--- src/rtl/pipe_ctrl_pkg.sv ---
// Shared types and constants for the pipeline hazard controller:
// FSM states, forwarding-select codes and the bundle of register write enables.
package pipe_ctrl_pkg;

  typedef enum logic {
    RUN       = 1'b0,
    MEM_STALL = 1'b1
  } state_t;

  localparam logic [1:0] FWD_RF    = 2'b00;
  localparam logic [1:0] FWD_EXMEM = 2'b01;
  localparam logic [1:0] FWD_MEMWB = 2'b10;

  typedef struct packed {
    logic pc;
    logic if_id;
    logic id_ex;
    logic ex_mem;
    logic mem_wb;
  } we_t;

  localparam we_t WE_ALL  = '{pc: 1'b1, if_id: 1'b1, id_ex: 1'b1, ex_mem: 1'b1, mem_wb: 1'b1};
  localparam we_t WE_NONE = '{pc: 1'b0, if_id: 1'b0, id_ex: 1'b0, ex_mem: 1'b0, mem_wb: 1'b0};

endpackage

--- src/rtl/pipe_hazard_ctrl_fwd_unit.sv ---
// EX-stage operand forwarding compare for one source operand.
// The younger EX/MEM result takes precedence over MEM/WB; register 0 is an ordinary register.
module fwd_unit
  import pipe_ctrl_pkg::*;
#(
  parameter int RG_W = 4
) (
  input  logic [RG_W-1:0] ex_rs,
  input  logic [RG_W-1:0] mem_rg,
  input  logic            mem_we,
  input  logic [RG_W-1:0] wb_rg,
  input  logic            wb_we,
  output logic [1:0]      sel
);

  // NOTE: a default assignment first keeps every path assigned, so no latch is inferred.
  always_comb begin
    sel = FWD_RF;
    if (mem_we && (mem_rg == ex_rs)) begin
      sel = FWD_EXMEM;
    end else if (wb_we && (wb_rg == ex_rs)) begin
      sel = FWD_MEMWB;
    end
  end

endmodule

--- src/rtl/pipe_hazard_ctrl.sv ---
// Pipeline register sequencer: memory freezes, load-use bubbles, branch flushes,
// operand forwarding selects and a saturating stall-cycle counter.
module pipe_hazard_ctrl
  import pipe_ctrl_pkg::*;
#(
  parameter int RG_W     = 4,
  parameter int MEM_WAIT = 2,
  parameter int CNT_W    = 16
) (
  input  logic             clk,
  input  logic             rst_n,
  input  logic [RG_W-1:0]  id_rs_a,
  input  logic [RG_W-1:0]  id_rs_b,
  input  logic             id_use_a,
  input  logic             id_use_b,
  input  logic [RG_W-1:0]  ex_rs_a,
  input  logic [RG_W-1:0]  ex_rs_b,
  input  logic [RG_W-1:0]  ex_rg,
  input  logic             ex_we,
  input  logic             ex_is_load,
  input  logic             br_taken,
  input  logic [RG_W-1:0]  mem_rg,
  input  logic             mem_we,
  input  logic             mem_req,
  input  logic [RG_W-1:0]  wb_rg,
  input  logic             wb_we,
  output logic             we_pc,
  output logic             we_if_id,
  output logic             we_id_ex,
  output logic             we_ex_mem,
  output logic             we_mem_wb,
  output logic             flush_if_id,
  output logic             flush_id_ex,
  output logic [1:0]       fwd_a,
  output logic [1:0]       fwd_b,
  output logic [CNT_W-1:0] stall_cycles
);

  localparam int WAIT_W = (MEM_WAIT < 4) ? 2 : $clog2(MEM_WAIT + 1);

  state_t            state, state_nxt;
  logic [WAIT_W-1:0] wait_cnt, wait_nxt;
  we_t               we;
  logic              resolve;
  logic              load_use;
  logic [1:0]        fwd_a_raw, fwd_b_raw;

  assign load_use = ex_is_load && ex_we &&
                    ((id_use_a && (id_rs_a == ex_rg)) || (id_use_b && (id_rs_b == ex_rg)));

  always_comb begin
    state_nxt   = state;
    wait_nxt    = wait_cnt;
    we          = WE_ALL;
    flush_if_id = 1'b0;
    flush_id_ex = 1'b0;
    resolve     = 1'b0;

    unique case (state)
      RUN: begin
        if (mem_req && (MEM_WAIT > 0)) begin
          we        = WE_NONE;
          state_nxt = MEM_STALL;
          wait_nxt  = WAIT_W'(MEM_WAIT - 1);
        end else begin
          resolve = 1'b1;
        end
      end
      MEM_STALL: begin
        if (wait_cnt != '0) begin
          we       = WE_NONE;
          wait_nxt = wait_cnt - 1'b1;
        end else begin
          // Release cycle: the access is complete, so mem_req is not re-examined.
          state_nxt = RUN;
          resolve   = 1'b1;
        end
      end
      default: state_nxt = RUN;
    endcase

    if (resolve) begin
      if (br_taken) begin
        flush_if_id = 1'b1;
        flush_id_ex = 1'b1;
      end else if (load_use) begin
        we.pc       = 1'b0;
        we.if_id    = 1'b0;
        flush_id_ex = 1'b1;
      end
    end

    if (!rst_n) begin
      we          = WE_NONE;
      flush_if_id = 1'b1;
      flush_id_ex = 1'b1;
    end
  end

  assign we_pc     = we.pc;
  assign we_if_id  = we.if_id;
  assign we_id_ex  = we.id_ex;
  assign we_ex_mem = we.ex_mem;
  assign we_mem_wb = we.mem_wb;

  // NOTE: sequential state uses non-blocking assignments so all registers update together.
  always_ff @(posedge clk or negedge rst_n) begin
    if (!rst_n) begin
      state        <= RUN;
      wait_cnt     <= '0;
      stall_cycles <= '0;
    end else begin
      state    <= state_nxt;
      wait_cnt <= wait_nxt;
      if (!we.pc && (stall_cycles != '1)) begin
        stall_cycles <= stall_cycles + CNT_W'(1);
      end
    end
  end

  fwd_unit #(.RG_W(RG_W)) u_fwd_a (
    .ex_rs (ex_rs_a),
    .mem_rg(mem_rg),
    .mem_we(mem_we),
    .wb_rg (wb_rg),
    .wb_we (wb_we),
    .sel   (fwd_a_raw)
  );

  fwd_unit #(.RG_W(RG_W)) u_fwd_b (
    .ex_rs (ex_rs_b),
    .mem_rg(mem_rg),
    .mem_we(mem_we),
    .wb_rg (wb_rg),
    .wb_we (wb_we),
    .sel   (fwd_b_raw)
  );

  assign fwd_a = rst_n ? fwd_a_raw : FWD_RF;
  assign fwd_b = rst_n ? fwd_b_raw : FWD_RF;

endmodule

--- config.mk ---
export PLATFORM = sky130hd
export DESIGN_NAME = pipe_hazard_ctrl
export DESIGN_NICKNAME = d
export VERILOG_FILES = /design/src/rtl/pipe_ctrl_pkg.sv /design/src/rtl/pipe_hazard_ctrl_fwd_unit.sv /design/src/rtl/pipe_hazard_ctrl.sv
export SDC_FILE = /design/constraint.sdc
export NUM_CORES = 1
export LEC_CHECK = 0
export ABC_AREA = 1
export BUFFER_PORTS_ARGS = -buffer_cell sky130_fd_sc_hd__buf_2
export CAP_MARGIN = 20
export CORE_AREA = 2 2 77 49
export CTS_CLUSTER_DIAMETER = 120
export DETAILED_ROUTE_END_ITERATION = 12
export DIE_AREA = 0 0 79 51
export GPL_TIMING_DRIVEN = 0
export PLACE_DENSITY = 0.78
export SKIP_CTS_REPAIR_TIMING = 1
export SLEW_MARGIN = 40
export SYNTH_ARGS = -nofsm -noshare
export SYNTH_HDL_FRONTEND = slang
export SYNTH_SLANG_ARGS = --single-unit
--- constraint.sdc ---
create_clock -name clk -period 2.4 [get_ports clk]
set_clock_uncertainty 0.05 [all_clocks]
set_input_delay 0.6 -clock clk [delete_from_list [all_inputs] [get_ports clk]]
set_output_delay 0.6 -clock clk [all_outputs]
set_load 0.02 [all_outputs]
==> results of run 1 <==
-- area by class of cell --
type	instances	area [sq um]
well taps	47	58.8
plain buffers	6	57.6
multi-input cells	175	958
fillers	329	1300
flip-flops and latches	19	475
clock buffers	4	45.0
repair buffers	72	432
inverters	30	115
-- worst register-to-register path, stage by stage (launching register included) --
cell	delay [ps]
dfrtp_1	440
ha_1	250
nand3_1	190
nor2_4	220
nand4_4	200
buf_2	260
nand3_1	100
nand2_1	60
-- where the power goes --
part / internal, mW / total, mW / switching (mW)
clock: 0.118 / 0.222 / 0.104
sequential: 0.398 / 0.489 / 0.0913
combinational: 0.380 / 0.847 / 0.467
-- Yosys cell counts --
library cell	instances	area [sq um]
nand2_2	2	12.5
nor3b_4	1	18.8
o2111ai_1	1	8.76
nor4_1	1	6.26
nand4_4	1	21.3
dfrtp_1	19	475
a21oi_1	4	20.0
inv_1	27	101
nor2_4	1	11.3
nand2_4	1	11.3
inv_2	3	11.3
o211ai_1	1	7.51
o21ai_0	6	30.0
or2_1	1	6.26
buf_4	3	22.5
o22ai_1	6	37.5
buf_6	1	11.3
nand2_1	67	251
buf_2	2	10.0
nor3_1	2	10.0
ha_1	2	25.0
nand3_1	30	150
xnor2_1	13	114
xor2_1	6	52.6
a211oi_1	2	15.0
nand4_1	1	6.26
nor2_1	26	97.6
-- state kept, by name, summed over array words and instances (netlist names) --
name	flops
wait_cnt	2
stall_cycles	16
state	1
-- routing by layer --
| layer | part of all wire (%) | GRT usage [%] |
|---|---|---|
| met1 | 48 | 30.2 |
| met2 | 45 | 34.2 |
| met3 | 6.1 | 3.89 |
| met4 | 1.1 | 3.45 |
| met5 | 0 | 0 |
-- kinds of logic after synthesis --
| family | synth area share, % |
|---|---|
| XOR/XNOR | 10.8 |
| AND/OR/NAND/NOR | 39.0 |
| flip-flops | 30.8 |
| adder cells (fa/ha/maj) | 1.62 |
| buffers and inverters | 10.1 |
| AO/OA/AOI/OAI | 7.69 |
-- final timing paths --
kind                                      start               to  slack [ps]  depth (start not counted)
worst max-delay path                 id_rs_b[2]            we_pc          60                         12
min in group clk                stall_cycles[9]  stall_cycles[9]         490                          2
worst min register to register  stall_cycles[9]  stall_cycles[9]         490                          2
worst min-delay path                      rst_n  stall_cycles[8]         110                          1
worst max register to register  stall_cycles[0]  stall_cycles[4]         510                          7
max in group asynchronous                 rst_n  stall_cycles[4]        2030                          1
-- through the flow --
stage          setup slack (ps)  utilization (%)
6_report                   62.4             62.2
5_1_grt                    1.14             62.2
4_1_cts                    -402             57.4
3_5_place_dp               -400             56.1
3_3_place_gp               -388             56.1
2_1_floorplan              88.1                -
==> run_results.csv, run 1 <==
group,metric,value,unit
clocking,cts_root_buffer,"clkbuf_8",
clocking,clock_latency,250,ps
die,die-area,4030,sq um
clocking,cts_tree,"built",
logic_synthesis,synth-seq-cells,19,
logic_synthesis,avgSynthCellArea,6.72,sq um
routing,ant_nets,0,
critical_path,startpoint_type,"input pin",
pwr,finalPower,1.56,mW
layout,fin_area,2140,sq um
logic_synthesis,yosysWarnings,0,
pwr,irDropWorstVdd,564,uV
die,num_rows,17,
timing,max_freq,428,MHz
routing,first_iter_violations,124,
timing,rsz0062_at_grt,"false",
critical_path,crit_path_max_incr_delay,120,ps
layout,syn2layout_area_growth,38.6,%
layout,drive_above_1_share,33.3,%
logic_synthesis,syn-num-nets,270,
timing,slew_viol_final,0,
logic_synthesis,synth_cell_types,27,
die,die_x,79,um
pwr,leakage,1.21,nW
logic_synthesis,netlist_instances,230,
grt,antenna_found_initial,0,
timing,final_hold_viol_count,0,
critical_path,worstPathMaxFanout,4,
die,die_y,51,um
clocking,cts.reportedPaths.clkPinSlew,70,ps
grt,grt_pass1_wl,6790,um
place,dpl.hpwl,3150,um
critical_path,cp_top_family,"simple AND/OR/NAND/NOR gates",
logic_synthesis,synth_area,1550,sq um
layout,nNetsFinal,347,
layout,final_cells,353,
grt,grt_pass1_vias,1561,
routing,routedWlPerCell,11.7,um
layout,num_antenna_cells,0,
place,placed_area,1930,sq um
layout,most-common-layout-cells,"nand2_1 (64), buf_2 (58), nand3_1 (29)",
clocking,cts_buffers,3,
critical_path,crit_chain,"buf_8 -> nor2_4 -> nor2_1 -> nor2_1 -> nand3_1 -> nand2_2 -> nand3_2 -> nand2_4 -> buf_8 -> inv_4 -> buf_6 -> buf_6",
pwr,power_density,727,nW/um^2
critical_path,critPathKind,"in -> out",
clocking,clock_path_buffers,2,
critical_path,path_buf_inv,5,
timing,whs,109,ps
timing,finalCritPeriodShare,97.4,%
timing,tns,0,ps
routing,detail_route.vias_per_cell,4.90,
layout,layout_commonest_cell,"nand2_1",
run_status,outcome,"complete, no violations",
timing,max-slew-margin-rel,80.0,%
clocking,htreeDepth,1,
routing,first_pass_iters,4,
die,initial_core_util,44.8,%
timing,setup_viol,0,
routing,drc,0,
place,gp_congestion,0.873,
clocking,cts_sinks,19,
die,core,3450,sq um
grt,overflow,0,
critical_path,cp_slowest_cell,"nor2_1",
job,cap_violations,0,
critical_path,crit_required,1750,ps
timing,worst_pin_slew,300,ps
place,portBuffers,64,
place,placed_cells,341,
die,ios,65,
grt,track_usage,21.2,%
logic_synthesis,seq_area_frac_synth,30.8,%
grt,grt_max_degree,24,
hold_path,worstHoldPathType,"in -> async",
routing,vias,1730,
routing,wl,4120,um
critical_path,critPathArrivalTime,1690,ps
timing,min_period,2340,ps
critical_path,endpoint_kind,"primary output",
(Power assumes the default switching activity.)
==> run 2: changes to the inputs <==
Settings changed: PLACE_DENSITY 0.78 to 0.9.
==> run 2 against run 1 <==
Register-to-register slack better by 40 ps; total power down 3.0%; cell count down 0.57%; via count down 1.5%; die area unchanged; largest power group unchanged.
==> run_results.csv, run 2 (same netlist as run 1, synthesis figures left out) <==
group,metric,value,unit
run_status,outcome,"complete, no violations",
critical_path,startpoint_type,"input pin",
clocking,cts_root_buffer,"clkbuf_8",
timing,finalCritPeriodShare,99.0,%
timing,setup_viol,0,
place,gp_congestion,0.930,
die,die_y,51,um
clocking,clock_latency,260,ps
timing,min_period,2380,ps
die,initial_core_util,44.8,%
critical_path,r2r_start,"stall_cycles[0]",
critical_path,crit_required,1750,ps
critical_path,rr_worst_depth,7,
clocking,cts_tree,"built",
layout,nNetsFinal,345,
pwr,power_density,710,nW/um^2
die,die_x,79,um
routing,ant_nets,0,
die,ios,65,
critical_path,endpoint_kind,"primary output",
clocking,cts_sinks,19,
die,num_rows,17,
pwr,finalPower,1.51,mW
routing,first_pass_iters,4,
die,die-area,4030,sq um
layout,largest_reg_flops,16,
layout,final_cells,351,
timing,slew_viol_final,0,
critical_path,endpoint,"we_pc",
grt,track_usage,19.8,%
timing,tns,0,ps
routing,vias,1704,
timing,rsz0062_at_grt,"true",
pwr,irDropWorstVdd,505,uV
routing,detail_route.vias_per_cell,4.85,
grt,overflow,0,
layout,num_antenna_cells,0,
timing,max_freq,421,MHz
hold_path,worstHoldPathType,"in -> async",
timing,final_hold_viol_count,0,
layout,syn2layout_area_growth,37.7,%
critical_path,critPathArrivalTime,1730,ps
timing,worst_pin_slew,287,ps
clocking,htreeDepth,1,
critical_path,critPathKind,"in -> out",
clocking,cts.reportedPaths.clkPinSlew,80,ps
routing,routedWlPerCell,11.3,um
routing,wl,3970,um
clocking,clock_path_buffers,2,
layout,most-common-layout-cells,"nand2_1 (62), buf_2 (58), nand3_1 (29)",
die,core,3450,sq um
grt,busiest_layer,"met2",
layout,layout_commonest_cell,"nand2_1",
grt,met2_usage,33.3,%
grt,grtUsageMet3,3.71,%
job,cap_violations,0,
critical_path,worstPathMaxFanout,6,
grt,antenna_found_initial,0,
pwr,leakage,1.20,nW
place,placed_cells,341,
routing,first_iter_violations,88,
layout,regMostFlops,"stall_cycles",
clocking,cts_buffers,3,
grt,gr-usage-met1,26.8,%
layout,biggestRegsByFlops,"stall_cycles x16, wait_cnt x2, state x1",
place,dpl.hpwl,3140,um
grt,grt_pass1_vias,1487,
routing,drc,0,
critical_path,rrSetupSlack,550,ps
timing,max-slew-margin-rel,80.8,%
critical_path,r2r-end,"stall_cycles[4]",
critical_path,crit_path_start,"ex_rg[2]",
place,portBuffers,64,
grt,grt_max_degree,24,
grt,grt_pass1_wl,6330,um
layout,drive_above_1_share,33.9,%
-- run 2: how the worst min path moves through the flow --
stage                 from         endpoint  slack, ps  depth (start not counted)
2_1_floorplan        rst_n  stall_cycles[0]        250                          0
3_3_place_gp   wait_cnt[1]      wait_cnt[1]        460                          2
5_1_grt              rst_n  stall_cycles[7]         90                          1
3_5_place_dp   wait_cnt[1]      wait_cnt[1]        480                          2
4_1_cts              rst_n  stall_cycles[7]        260                          1
6_report             rst_n  stall_cycles[7]         90                          1
-- run 2: per-layer routing --
layer,vias up,share of wire (%)
met5,-,0
met2,47,45
met4,0,0.60
met1,777,49
met3,2,6.0
li1,878,-
-- run 2: worst max-delay path: stages --
cell and delay (ps):
buf_4 130, nor2_2 70, nor2_1 40, nor2_1 100, nand3_1 100, nand2_2 90, nand3_2 90, nand2_4 120
buf_8 110, inv_1 40, buf_4 120, buf_6 120
-- run 2: metrics by stage --
step | instance area [sq um] | worst slack, ps | util (%) | hold slack, ps
after floorplan | 1550 | 88.1 | - | 254
after global placement | 1930 | -399 | 56.1 | 461
after detailed placement | 1930 | -406 | 56.1 | 481
after CTS | 1980 | -408 | 57.4 | 258
after global routing | 2130 | -63.2 | 61.8 | 85.4
final | 2130 | 23.8 | 61.8 | 90.0
-- run 2: cell type report --
class	instances	area [sq um]
tap	47	58.8
timing repair buffer	70	414
fill	336	1320
clock buffer	3	41.3
multi-input combinational	175	967
inverter	30	113
buffer	6	53.8
sequential	19	475
clock inverter	1	5.00
-- run 2: power by group --
group	leakage (nW)	internal, mW	switching (mW)	total [mW]
combinational	0.925	0.350	0.455	0.805
clock	0.0255	0.115	0.108	0.224
sequential	0.251	0.398	0.0854	0.483
total	1.20	0.863	0.648	1.51
